### config.mk
export PLATFORM = sky130hd
export DESIGN_NAME = parity_burst_arbiter
export DESIGN_NICKNAME = d
export VERILOG_FILES = /design/src/rtl/parity_burst_arbiter_pkg.sv /design/src/rtl/parity_burst_arbiter_step_counter.sv /design/src/rtl/parity_burst_arbiter.sv
export SDC_FILE = /design/constraint.sdc
export NUM_CORES = 1
export LEC_CHECK = 0
export CAP_MARGIN = 10
export CORE_MARGIN = 2
export CORE_UTILIZATION = 49
export CTS_CLUSTER_SIZE = 12
export DETAILED_ROUTE_END_ITERATION = 7
export PLACE_DENSITY = 0.86
export SYNTH_ARGS = -nofsm -noshare
export SYNTH_HDL_FRONTEND = slang
export SYNTH_SLANG_ARGS = --single-unit
### constraint.sdc
create_clock -name clk -period 3.75 [get_ports clk]
set_input_delay 0.75 -clock clk [delete_from_list [all_inputs] [get_ports clk]]
set_output_delay 0.75 -clock clk [all_outputs]
set_load 0.1 [all_outputs]
### src/rtl/parity_burst_arbiter_pkg.sv
// Shared definitions for the parity burst arbiter: state encoding, requester
// indices, counter step and per-requester seeds.
package parity_burst_arbiter_pkg;

  typedef enum logic [0:0] {
    ST_IDLE = 1'b0,
    ST_RUN  = 1'b1
  } state_e;

  localparam int unsigned REQ_EVEN  = 0;
  localparam int unsigned REQ_ODD   = 1;
  localparam int unsigned STEP      = 2;
  localparam int unsigned EVEN_SEED = 0;
  localparam int unsigned ODD_SEED  = 1;

  // Sole requester wins; on a tie the one not served last wins.
  function automatic logic pick_winner(input logic [1:0] req, input logic last_served);
    logic w;
    case (req)
      2'b01:   w = 1'(REQ_EVEN);
      2'b10:   w = 1'(REQ_ODD);
      2'b11:   w = ~last_served;
      default: w = 1'(REQ_EVEN);
    endcase
    return w;
  endfunction

endpackage

### src/rtl/parity_burst_arbiter_step_counter.sv
// Shared value counter: loads a parity seed, then advances by STEP so the
// seed's parity is preserved through wrap-around.
module parity_step_counter
  import parity_burst_arbiter_pkg::*;
#(
  parameter int WIDTH = 4
) (
  input  logic             clk,
  input  logic             rst,
  input  logic             load,
  input  logic [WIDTH-1:0] seed,
  input  logic             en,
  output logic [WIDTH-1:0] count
);

  logic [WIDTH-1:0] count_q;
  logic [WIDTH-1:0] count_d;

  always_comb begin
    count_d = count_q;
    if (load) begin
      count_d = seed;
    end else if (en) begin
      count_d = count_q + WIDTH'(STEP);
    end
  end

  always_ff @(posedge clk) begin
    if (!rst) begin
      count_q <= '0;
    end else begin
      count_q <= count_d;
    end
  end

  assign count = count_q;

endmodule

### src/rtl/parity_burst_arbiter.sv
// Round-robin sequencer sharing one parity step counter between an even-stream
// and an odd-stream requester; each grant streams a burst of len beats.
//
//   state   | meaning
//   IDLE    | no burst active; arbitrates on every edge
//   RUN     | streaming beats for the served requester
module parity_burst_arbiter
  import parity_burst_arbiter_pkg::*;
#(
  parameter int WIDTH = 4,
  parameter int LEN_W = 4
) (
  input  logic             clk,
  input  logic             rst,
  input  logic [1:0]       req,
  input  logic [LEN_W-1:0] len0,
  input  logic [LEN_W-1:0] len1,
  output logic [1:0]       gnt,
  output logic             out_valid,
  output logic [WIDTH-1:0] out_value,
  output logic             out_last,
  output logic [1:0]       done,
  output logic             abort
);

  state_e           state_q, state_d;
  logic             served_q, served_d;
  logic             last_q, last_d;
  logic [LEN_W-1:0] rem_q, rem_d;
  logic [1:0]       gnt_q, gnt_d;
  logic [1:0]       done_q, done_d;
  logic             abort_q, abort_d;

  logic             winner;
  logic [LEN_W-1:0] winner_len;
  logic             cnt_load;
  logic             cnt_en;
  logic [WIDTH-1:0] cnt_seed;
  logic [WIDTH-1:0] cnt_value;

  parity_step_counter #(
    .WIDTH(WIDTH)
  ) u_counter (
    .clk  (clk),
    .rst  (rst),
    .load (cnt_load),
    .seed (cnt_seed),
    .en   (cnt_en),
    .count(cnt_value)
  );

  always_ff @(posedge clk) begin
    if (!rst) begin
      state_q  <= ST_IDLE;
      served_q <= 1'(REQ_EVEN);
      last_q   <= 1'(REQ_ODD);
      rem_q    <= '0;
      gnt_q    <= 2'b00;
      done_q   <= 2'b00;
      abort_q  <= 1'b0;
    end else begin
      state_q  <= state_d;
      served_q <= served_d;
      last_q   <= last_d;
      rem_q    <= rem_d;
      gnt_q    <= gnt_d;
      done_q   <= done_d;
      abort_q  <= abort_d;
    end
  end

  always_comb begin
    winner     = pick_winner(req, last_q);
    winner_len = winner ? len1 : len0;
    cnt_seed   = winner ? WIDTH'(ODD_SEED) : WIDTH'(EVEN_SEED);
    state_d    = state_q;
    served_d   = served_q;
    last_d     = last_q;
    rem_d      = rem_q;
    gnt_d      = gnt_q;
    done_d     = 2'b00;
    abort_d    = 1'b0;
    cnt_load   = 1'b0;
    cnt_en     = 1'b0;
    case (state_q)
      ST_IDLE: begin
        if (req != 2'b00) begin
          state_d  = ST_RUN;
          served_d = winner;
          gnt_d    = winner ? 2'b10 : 2'b01;
          rem_d    = (winner_len == '0) ? LEN_W'(1) : winner_len;
          cnt_load = 1'b1;
        end
      end
      ST_RUN: begin
        // A dropped request wins over completion: the shown beat is not consumed.
        if (!req[served_q]) begin
          state_d = ST_IDLE;
          gnt_d   = 2'b00;
          abort_d = 1'b1;
          last_d  = served_q;
        end else if (rem_q == LEN_W'(1)) begin
          state_d          = ST_IDLE;
          gnt_d            = 2'b00;
          done_d[served_q] = 1'b1;
          last_d           = served_q;
        end else begin
          cnt_en = 1'b1;
          rem_d  = rem_q - LEN_W'(1);
        end
      end
      default: begin
        state_d = ST_IDLE;
        gnt_d   = 2'b00;
      end
    endcase
  end

  always_comb begin
    out_valid = (state_q == ST_RUN);
    out_last  = (state_q == ST_RUN) && (rem_q == LEN_W'(1));
  end

  assign gnt       = gnt_q;
  assign out_value = cnt_value;
  assign done      = done_q;
  assign abort     = abort_q;

endmodule

## Word-level counts from Yosys, hierarchy flattened

Cells that the tools add are included.

| word-level totals | value |
|---|---|
| register bits after elaboration | 16 |
| input bits | 12 |
| output and inout bits | 11 |
| logic and storage cells | 61 |

| cells by class | value |
|---|---|
| add/sub/neg operators | 2 |
| $lt $le $gt $ge | 2 |
| equal/unequal tests | 8 |
| multiplexer cells | 28 |
| bitwise gates (word level) | 2 |
| reduce and logical (&&, ||, !) cells | 11 |

Operator list:

| kind | number |
|---|---|
| 4-bit 2-to-1 mux | 7 |
| 1-bit 2-to-1 mux | 12 |
| 2-bit 2-to-1 mux | 4 |
| 4-bit one-hot mux with 2 select lines | 1 |
| 2-bit AND reduction | 4 |
| 4-bit by 2-bit adder with 4-bit output, second input constant | 1 |
| 2-bit equality test, second input constant | 2 |
| 4-bit by 1-bit equality test with 1-bit output, second input constant | 1 |
| 4-bit logical NOT | 1 |
| 2-bit by 1-bit != test with 1-bit output, second input constant | 2 |
| 2-bit != test, second input constant | 2 |
| 1-bit one-hot mux with 2 select lines | 2 |
| 2-bit one-hot mux with 2 select lines | 1 |
| 4-bit AND reduction | 1 |
| 2-bit nonzero test | 2 |
| 4-bit by 1-bit subtractor with 4-bit output, second input constant | 1 |
| 3-bit by 2-bit != test with 1-bit output, second input constant | 1 |
| 3-bit AND reduction | 1 |
| 1-bit logical AND | 2 |
| 1-bit by 2-bit less-than comparator with 1-bit output, second input constant | 1 |
| 1-bit inverter | 2 |
| 1-bit demux with 1-bit select | 1 |
| 1-bit >= comparator, second input constant | 1 |

## Longest topological paths before layout

Gate-level depths: netlist of the first run.

| logic depth | value |
|---|---|
| depth after elaboration | 7 |
| depth in mapped cells | 6 |

## Modules after synthesis

A second synthesis of the first run with hierarchy kept.

| second synthesis, totals | value |
|---|---|
| cell total of the unflattened synthesis | 87 |
| area total of the unflattened synthesis | 848.3 um^2 |

Modules (own cells, without submodules):

| module | times used | cells an instance | area an instance (um^2) | sequential area each (um^2) |
|---|---|---|---|---|
| parity_burst_arbiter | 1 | 69 | 648.1 | 240.2 |
| parity_step_counter | 1 | 18 | 200.2 | 80.1 |

## Worst setup path after synthesis of the first run

No wires, ideal clock.

| timing | value |
|---|---|
| path kind | reg2out |
| start | register state_q (netlist: out_valid) |
| end | output port out_last |
| arrival time | 2.103 ns |
| path slack | 0.897 ns |
| cell stages (with the launch flop) | 3 |
| cells stage by stage | dfxtp_1 clkbuf_1 and2_1 |

| on the way | value |
|---|---|
| longest elaborated chain between the ends | 1 |

Ends and longest elaborated chain:

| what | RTL line | RTL |
|---|---|---|
| from (decl) | parity_burst_arbiter.sv:26 | `state_e state_q, state_d;` |
| from (signal assigned) | parity_burst_arbiter.sv:62 | `state_q <= state_d;` |
| 1-bit logical AND | parity_burst_arbiter.sv:121 | `out_last = (state_q == ST_RUN) && (rem_q == LEN_W'(1));` |
| to (decl) | parity_burst_arbiter.sv:21 | `output logic out_last,` |

Every way passes these cells.

## Final worst setup path of the first run

| timing | value |
|---|---|
| start | register state_q (netlist: out_valid) |
| end | output port out_valid |

RTL lines:

| what | RTL line | RTL |
|---|---|---|
| to (decl) | parity_burst_arbiter.sv:19 | `output logic out_valid,` |

No word-level cell between the ends.

==> reports/qor.yml, run 1 <==
status:
  status: "finished, final reports clean"
global_route:
  grt_antenna_before_repair: 0
  grt_pass1_vias: 659
  grt_max_degree: 18
  grtUsageTotal: 0.202
  grt_overflow: 0
  grt_pass1_wl_mm: 2.84
die:
  dieArea_um2: 1960
  std_cell_rows: 14
  ios: 23
  start_util: 0.528
  die_h_um: 44.3
  design.core.area_um2: 1510
  die_x_um: 44.3
placed_design:
  dp_slack_ps: 1220
  port-buffer-count: 22
  dp_hpwl_mm: 1.24
  place_congestion: 0.760
  dp_cells: 121
hold_path:
  hold_class: "register to register"
  hold_depth: 2
yosys:
  yosys_warnings: 0
  syn_area_um2: 796
  synth_seq_area_share: 0.403
  synth_seq_cells: 16
  syn-instance-count: 86
  syn_nets: 101
  syn_area_per_cell_um2: 9.25
  synth_cell_types: 32
detailed_routing:
  ant_nets: 0
  post_drt_wl_per_cell_um: 13.2
  drc: 0
  wirelength_mm: 1.65
  dr.pass1.iters: 4
  vias: 721
  drt-initial-drc-count: 13
  vias_per_cell: 5.77
power_and_ir_drop:
  leakagePower_uw: 0.000401
  total_power_uw: 450
  peakVddDrop_mv: 0.321
  power-per-cell-area_nw_per_um2: 426
critical_path:
  r2r.worst_path.cells: 5
  worstPathRequired_ps: 3000
  critPathSlowestCell: "clkdlybuf4s50_1"
  cp-end-kind: "output port"
  cp.arrival_ps: 2120
  max_stage_delay_ps: 1220
  crit_path_start_kind: "register"
  crit_fanout: 16
  cp.depth: 1
  crit_type: "register to output port"
  critPathTopFamily: "buffers and inverters"
  crit_chain: "clkdlybuf4s50_1"
  crit_buf_inv: 1
timing:
  min_period_over_period: 0.765
  fin_ws_ps: 881
  hold_viol_final: 0
  grt_setup_unrepaired: "false"
  slew-limit-headroom: 0.340
  finalMaxSlewViolations: 0
  setup_viol: 0
  max_freq_mhz: 349
  worstMarginPinSlew_ps: 987
  clock_skew_ps: 1.33
  period_needed_ps: 2870
  setup_tns_ps: 0
clock_network:
  post_cts_buffers: 0
  clock-root-buffer: "clkbuf_4"
  cts_tree: "done"
  cts_buffer_depth: 2
  numCtsBuffers: 3
  cts_resized: 0
  clock_latency_ps: 290
  numClockSinks: 16
  cts.htree.levels: 1
  path_clk_slew_ps: 90
  cts_hold_buf: 0
finish:
  fillers: 119
  stdcell_count: 125
  syn_to_final_growth_pct: 33.0
  layout-drive-gt1-share: 0.0917
  fin_nets: 125
  num_antenna_cells: 0
run:
  cap_violations: 0
## layout by cell type (no fill, tap or decap), types with 2 or more instances in the layout
cell / instances
a21boi_0: 4
a32o_1: 2
and2_1: 3
clkbuf_4: 3
clkdlybuf4s50_1: 21
dfxtp_1: 16
ha_1: 3
inv_1: 3
mux2i_1: 5
nand2_1: 9
nand3_1: 3
nand3b_1: 2
nor2_1: 4
nor3_1: 4
nor3b_1: 2
o21ai_0: 4
o21ai_1: 2
or3_1: 2
## worst paths after layout
kind | startpoint | to | slack (ps)
hold / removal | u_counter.count[0]$_SDFFE_PN0P_ | u_counter.count[0]$_SDFFE_PN0P_ | 470
setup reg to reg | rem_q[0]$_SDFFE_PN0P_ | rem_q[2]$_SDFFE_PN0P_ | 2080
hold reg to reg | u_counter.count[0]$_SDFFE_PN0P_ | u_counter.count[0]$_SDFFE_PN0P_ | 470
setup / recovery | out_valid$_SDFF_PN0_ | out_valid | 880
## cells by family (layout without fill, tap and decap cells)
logic type                 count (synthesis)  count (layout)  share of synthesized area
buffers and inverters                      6              29                     0.0283
adders and majority gates                  3               3                     0.0472
muxes                                      6               6                     0.0770
and+or+nand+nor                           32              32                      0.214
AOI/OAI and AO/OA                         23              23                      0.231
DFF                                       16              16                      0.403
## report_power, final
group,switching (uW),internal [uW],leakage [uW],total (uW)
Combinational,86.9,50.1,0.000249,137
Sequential,15.6,184,0.000131,200
Clock,54.6,59.2,0.0000210,114
## worst reg2reg max path: stages, from the launching register on
cell and delay [ps]:
dfxtp_1 390, ha_1 150, nor3b_2 390, o21ai_2 200, and2_1 230, a32o_1 210
## state kept, by name, summed over array words and instances, names as in the netlist
name,cells
u_counter.count,4
out_valid,1
rem_q,4
last_q,1
served_q,1
done,2
gnt,2
abort,1
## stage by stage
| step | hold slack (ps) | cell area (um2) | util |
|---|---|---|---|
| after detailed placement | 464 | 1020 | 0.679 |
| after global placement | 457 | 1020 | 0.679 |
| final | 474 | 1060 | 0.703 |
| after CTS | 477 | 1060 | 0.703 |
| after floorplan | 449 | 796 | - |
| after global routing | 518 | 1060 | 0.703 |
## Yosys cell counts
| library cell | count | area share |
|---|---|---|
| dfxtp_1 | 16 | 0.40 |
| nand2_1 | 9 | 0.042 |
| mux2i_1 | 5 | 0.063 |
| a21boi_0 | 4 | 0.038 |
| nor2_1 | 4 | 0.019 |
| nor3_1 | 4 | 0.025 |
| o21ai_0 | 4 | 0.025 |
| and2_1 | 3 | 0.024 |
| clkbuf_1 | 3 | 0.014 |
| ha_1 | 3 | 0.047 |
| inv_1 | 3 | 0.014 |
| nand3_1 | 3 | 0.019 |
| a32o_1 | 2 | 0.025 |
| nand3b_1 | 2 | 0.019 |
| nor3b_1 | 2 | 0.019 |
| o21ai_1 | 2 | 0.013 |
| or3_1 | 2 | 0.016 |
| a21boi_4 | 1 | 0.024 |
| a311oi_1 | 1 | 0.011 |
| a31o_1 | 1 | 0.011 |
| a31oi_1 | 1 | 0.0079 |
| and3_1 | 1 | 0.0079 |
| mux2_2 | 1 | 0.014 |
| nor2b_1 | 1 | 0.0079 |
| nor3b_2 | 1 | 0.016 |
| o2111ai_1 | 1 | 0.011 |
| o211ai_1 | 1 | 0.0094 |
| o21ai_2 | 1 | 0.011 |
| o21bai_2 | 1 | 0.014 |
| o22ai_1 | 1 | 0.0079 |
| o311a_1 | 1 | 0.013 |
| o311ai_0 | 1 | 0.011 |
## routing by layer
metal | vias up | GRT usage | part of all wire
met1 | 328 | 0.258 | 0.46
met4 | 0 | 0.0909 | 0.019
met3 | 4 | 0.0408 | 0.064
li1 | 364 | - | -
met2 | 25 | 0.329 | 0.46
met5 | - | 0 | 0
## layout make-up
cell class | count | area (um2) | area share
Timing Repair Buffer | 22 | 218 | 0.206
Multi-Input combinational cell | 64 | 453 | 0.428
Clock buffer | 4 | 36.3 | 0.0343
Sequential cell | 16 | 320 | 0.303
Inverter | 3 | 11.3 | 0.0106
Tap cell | 16 | 20.0 | 0.0189
Power figures use the tool's default switching activity.
==> inputs of run 2 (changes only) <==
Settings changed: CORE_UTILIZATION 49 to 41, PLACE_DENSITY 0.86 to 0.77.
Clock period 3.75 ns to 2.3 ns, I/O delays scaled along.
==> reports/qor.yml, run 2 (synthesis gave the netlist of run 1 again) <==
detailed_routing:
  ant_nets: 0  # unchanged
  wl_met2_um: 719  # -4.9%
  dr.pass1.iters: 4  # unchanged
  dr_wl_met3_um: 100  # -5.7%
  vias_per_cell: 5.23  # -9.4%
  drc: 0  # unchanged
  vias: 711  # -1.4%
  post_drt_wl_per_cell_um: 12.7  # -3.8%
  dr.max_layer_used: "met4"
  drt-initial-drc-count: 6  # -7
  wl_met1_um: 867  # +15%
  wirelength_mm: 1.72  # +4.7%
global_route:
  grt_pass1_wl_mm: 2.75  # -3.1%
  grt_max_degree: 18  # unchanged
  grtUsageTotal: 0.170  # -0.0321
  grt_overflow: 0  # unchanged
  grt_antenna_before_repair: 0  # unchanged
  grt_pass1_vias: 624  # -5.3%
placed_design:
  place_congestion: 0.747  # -1.8%
  dp_hpwl_mm: 1.27  # +3.0%
  port-buffer-count: 22  # unchanged
die:
  design.core.area_um2: 1780  # +18%
  dieArea_um2: 2310  # +18%
  die_x_um: 48.1  # +8.5%
  std_cell_rows: 15  # +1
  ios: 23  # unchanged
  die_h_um: 48.1  # +8.5%
  start_util: 0.446  # -0.0819
power_and_ir_drop:
  internal-power_uw: 481  # +64%
  seqPwrFrac: 0.439  # -0.004
  swShare: 0.352  # +0.00313
  leakagePower_uw: 0.000433  # +7.9%
  power-per-cell-area_nw_per_um2: 692  # +63%
  peakVddDrop_mv: 0.417  # +30%
  pwr-share-comb: 0.307  # +0.003
  clock_power_share: 0.254  # about the same
  p_switching_uw: 261  # +66%
timing:
  hold_viol_final: 0  # unchanged
  worstMarginPinSlew_ps: 530  # -457 ps
  timing.hold.ws_ps: 472  # -1.86 ps
  period_needed_ps: 2200
  slew-limit-headroom: 0.645  # +0.305
  min_period_over_period: 0.956
  grt_setup_unrepaired: "false"
  setup_tns_ps: 0  # unchanged
  clock_skew_ps: 10.8  # +9.48 ps
  setup_viol: 0  # unchanged
  max_freq_mhz: 455
  finalMaxSlewViolations: 0  # unchanged
critical_path:
  crit_path_start_kind: "register"
  worstPathRequired_ps: 1840  # -1160 ps
  critPathTopFamily: "simple AND/OR/NAND/NOR gates"
  r2r-end: "rem_q[2]$_SDFFE_PN0P_"
  crit_chain: "ha_1 -> nor3b_2 -> and2_2 -> buf_12"
  crit_type: "register to output port"
  critical_path.startpoint: "rem_q[0]$_SDFFE_PN0P_"
  rrSetupSlack_ps: 530  # -1550 ps
  crit_fanout: 8  # -8
  cp.depth: 4  # +3
  cp-end-kind: "output port"
  critPathSlowestCell: "nor3b_2"
  cp.arrival_ps: 1740  # -380 ps
  r2r.worst_path.cells: 5  # unchanged
  r2r-start: "rem_q[0]$_SDFFE_PN0P_"
  crit_buf_inv: 1  # unchanged
  max_stage_delay_ps: 460  # -760 ps
  endpoint: "out_last"
finish:
  layout-drive-gt1-share: 0.207  # +0.115
  num_antenna_cells: 0  # unchanged
  fin_nets: 127  # +1.6%
  syn_to_final_growth_pct: 34.9
  final_cell_mix: "dfxtp_1, buf_4, clkdlybuf4s50_1, nand2_1, mux2i_1"
  final_common_cell: "dfxtp_1"
clock_network:
  path_clk_slew_ps: 100  # about the same
  numCtsBuffers: 3  # unchanged
  numClockSinks: 16  # unchanged
  cts_tree: "done"
  cts_hold_buf: 0  # unchanged
  cts_buffer_depth: 2  # unchanged
  post_cts_buffers: 0  # unchanged
  cts_resized: 0  # unchanged
  cts.htree.levels: 1  # unchanged
  clock_latency_ps: 290  # about the same
  clock-root-buffer: "clkbuf_4"
run:
  cap_violations: 0  # unchanged
status:
  status: "finished, final reports clean"
hold_path:
  min_from: "u_counter.count[0]$_SDFFE_PN0P_"
  hold_class: "register to register"
[run 2: changes by cell type in the layout (fill, tap and decap cells not counted), sizes merged]
cell           previous run  this run
buf                       1        13
clkdlybuf4s50            21        11
[run 2: final cells by class]
cell class              instances  area, um2
fillers                       160        709
well taps                      25       31.3
clock buffers                   4       36.3
inverters                       3       11.3
repair buffers                 24        220
multi-input cells              64        454
flip-flops and latches         16        320
[run 2: how the worst min path moves through the flow]
stage | endpoint | slack, ps | depth (start not counted)
2_1_floorplan | rem_q[1]$_SDFFE_PN0P_ | 450 | 2
3_3_place_gp | u_counter.count[0]$_SDFFE_PN0P_ | 460 | 2
3_5_place_dp | u_counter.count[0]$_SDFFE_PN0P_ | 460 | 2
4_1_cts | u_counter.count[0]$_SDFFE_PN0P_ | 480 | 2
5_1_grt | u_counter.count[0]$_SDFFE_PN0P_ | 510 | 2
6_report | u_counter.count[0]$_SDFFE_PN0P_ | 470 | 2
[run 2: power groups by stage]
stage	registers (uW)	clock network [uW]	logic [uW]
finish	326	188	228
floorplan	386	0	105
CTS	326	189	228
global route	330	210	246
global placement	331	0	225
detailed placement	332	0	228
[run 2: worst register-to-register path: stages, from the launching register on]
cell and delay (ps):
dfxtp_1 400, ha_1 160, nor3b_2 460, o21ai_2 220
and2_1 230, a32o_1 210
[run 2: per-layer routing]
metal,vias up,GRT usage
met2,23,0.253
li1,368,-
met5,-,0
met4,0,0.0811
met1,315,0.234
met3,5,0.0340
[run 2: stage by stage]
stage	instance area, um2	std cells	util	total power [uW]	setup slack [ps]
finish	1070	136	0.602	743	101
global route	1070	136	0.602	786	14.6
CTS	1070	136	0.602	743	117
detailed placement	1040	132	0.582	560	147
global placement	1040	132	0.582	555	208
floorplan	797	86	-	491	11.4
==> edit (settings of run 2) <==
`LEN_W`: 4 -> 8.
--- a/src/rtl/parity_burst_arbiter.sv
+++ b/src/rtl/parity_burst_arbiter.sv
@@ -10,3 +10,3 @@
   parameter int WIDTH = 4,
-  parameter int LEN_W = 4
+  parameter int LEN_W = 8
 ) (
Interface: changed (resized len0 and len1); port bits go from 23 to 31. No check against the original RTL was run, so the function may have changed too.
==> edit against run 2 <==
- non-clock buffer count increased by 13
- area after synthesis increased by 51%
- worst hold slack got worse by 2.6 ps
- critical path type unchanged
- maximum frequency increased by 2.7%
- total power increased by 39%
- sequential cell count increased by 4
- via count increased by 72%
- setup slack improved by 57 ps
- critical endpoint unchanged
- routed wire length increased by 90%
- largest cell class unchanged
- utilization decreased by 3.1 points
- final area increased by 48%
==> edit: results <==
[status]
run_status = "finished clean"

[synth]
muxShareOfSynthArea = 0.0540
synth_adder_area_share = 0.0312
synth-compound-area-share = 0.271
post_synth_most_frequent_cells = "20 x dfxtp_1, 19 x nand2_1, 9 x nor3_1"
synth_seq_area_share = 0.332
synth_area_leaders = "dfxtp_1 33%, nand2_1 5.9%, nor3_1 3.7%"
ys_types = 46
synthesis.nets = 166

[layout]
share_of_the_final_layout_cell_area_in_multi_input_gates = 0.470
nonClockBufferCount = 37
finish.net_count = 200
multiInputCombCellCount = 108
non_clock_buffer_area_share = 0.213
clk_share = 0.0229
fillerInstances = 263
number_of_signal_net_inverters_in_the_final_layout = 7
biggest_register = "rem_q"
largest_register_ffs = 8
drive_gt1_frac = 0.205
antennaDiodeCount = 0

[routing]
wl_per_cell_um = 15.8
route.layer.met1.wl_um = 1510
wirelength_um = 3280
avg_vias_per_cell = 5.91
wl_met2_um = 1520
detailroute.wirelength.met3_um = 190

[grt]
global_route.usage.total = 0.209
grt_use_met3 = 0.0335
grtUsageMet2 = 0.352
number_of_global_route_vias_before_repair = 1184
grt_max_degree = 24
global_route.usage.met1 = 0.265
wire_length_of_the_first_global_routing_pass_um = 5440

[sta]
fin_worst_skew_ps = 3.25
worst_slew_margin_rel = 0.660
period_minus_slack_ps = 2140

[setup_path]
cp_data_arrival_time_ps = 1680
r2r.worst_path.cells = 6
timing.reg2reg.setup_slack_ps = 340
critical_path.max_stage_delay_ps = 330
timing.rr.end = "rem_q[6]$_SDFFE_PN0P_"
worst_setup_path_startpoint = "rem_q[1]$_SDFFE_PN0P_"
crit_fanout = 3
cp_slowest_cell = "dfxtp_1"

[place]
io_buf_count = 30
pre_cts_ws_ps = 49.1
dp_hpwl_um = 2410

[power]
p_leak_uw = 0.000630
max-vdd-ir-drop_mv = 0.479

[clock_tree]
clkSlewWorstSetupHoldPaths_ps = 120
-- edit: cell families after synthesis --
group | count (synthesis)
buffers and inverters | 15
multiplexers | 6
adder cells (fa/ha/maj) | 3
AO/OA/AOI/OAI | 42
AND/OR/NAND/NOR | 57
flip-flops | 20
-- edit: worst min-delay path, cell delays in order (launching register included) --
cell and delay [ps]:
dfxtp_1 330, nand2_1 40, a21boi_0 60
-- edit: where the power goes --
group | total [uW] | switching [uW] | internal [uW] | leakage, uW
sequential | 429 | 48.9 | 380 | 0.000165
combinational | 396 | 229 | 167 | 0.000444
clock | 206 | 110 | 96.5 | 0.0000210
total | 1030 | 387 | 644 | 0.000630
-- edit: stage by stage --
step	instance area (sq um)	hold slack, ps	utilization	instances
2_1_floorplan	1210	464	-	143
3_3_place_gp	1550	455	0.558	203
3_5_place_dp	1550	460	0.558	203
4_1_cts	1590	477	0.571	207
5_1_grt	1590	515	0.571	207
6_report	1590	470	0.571	207
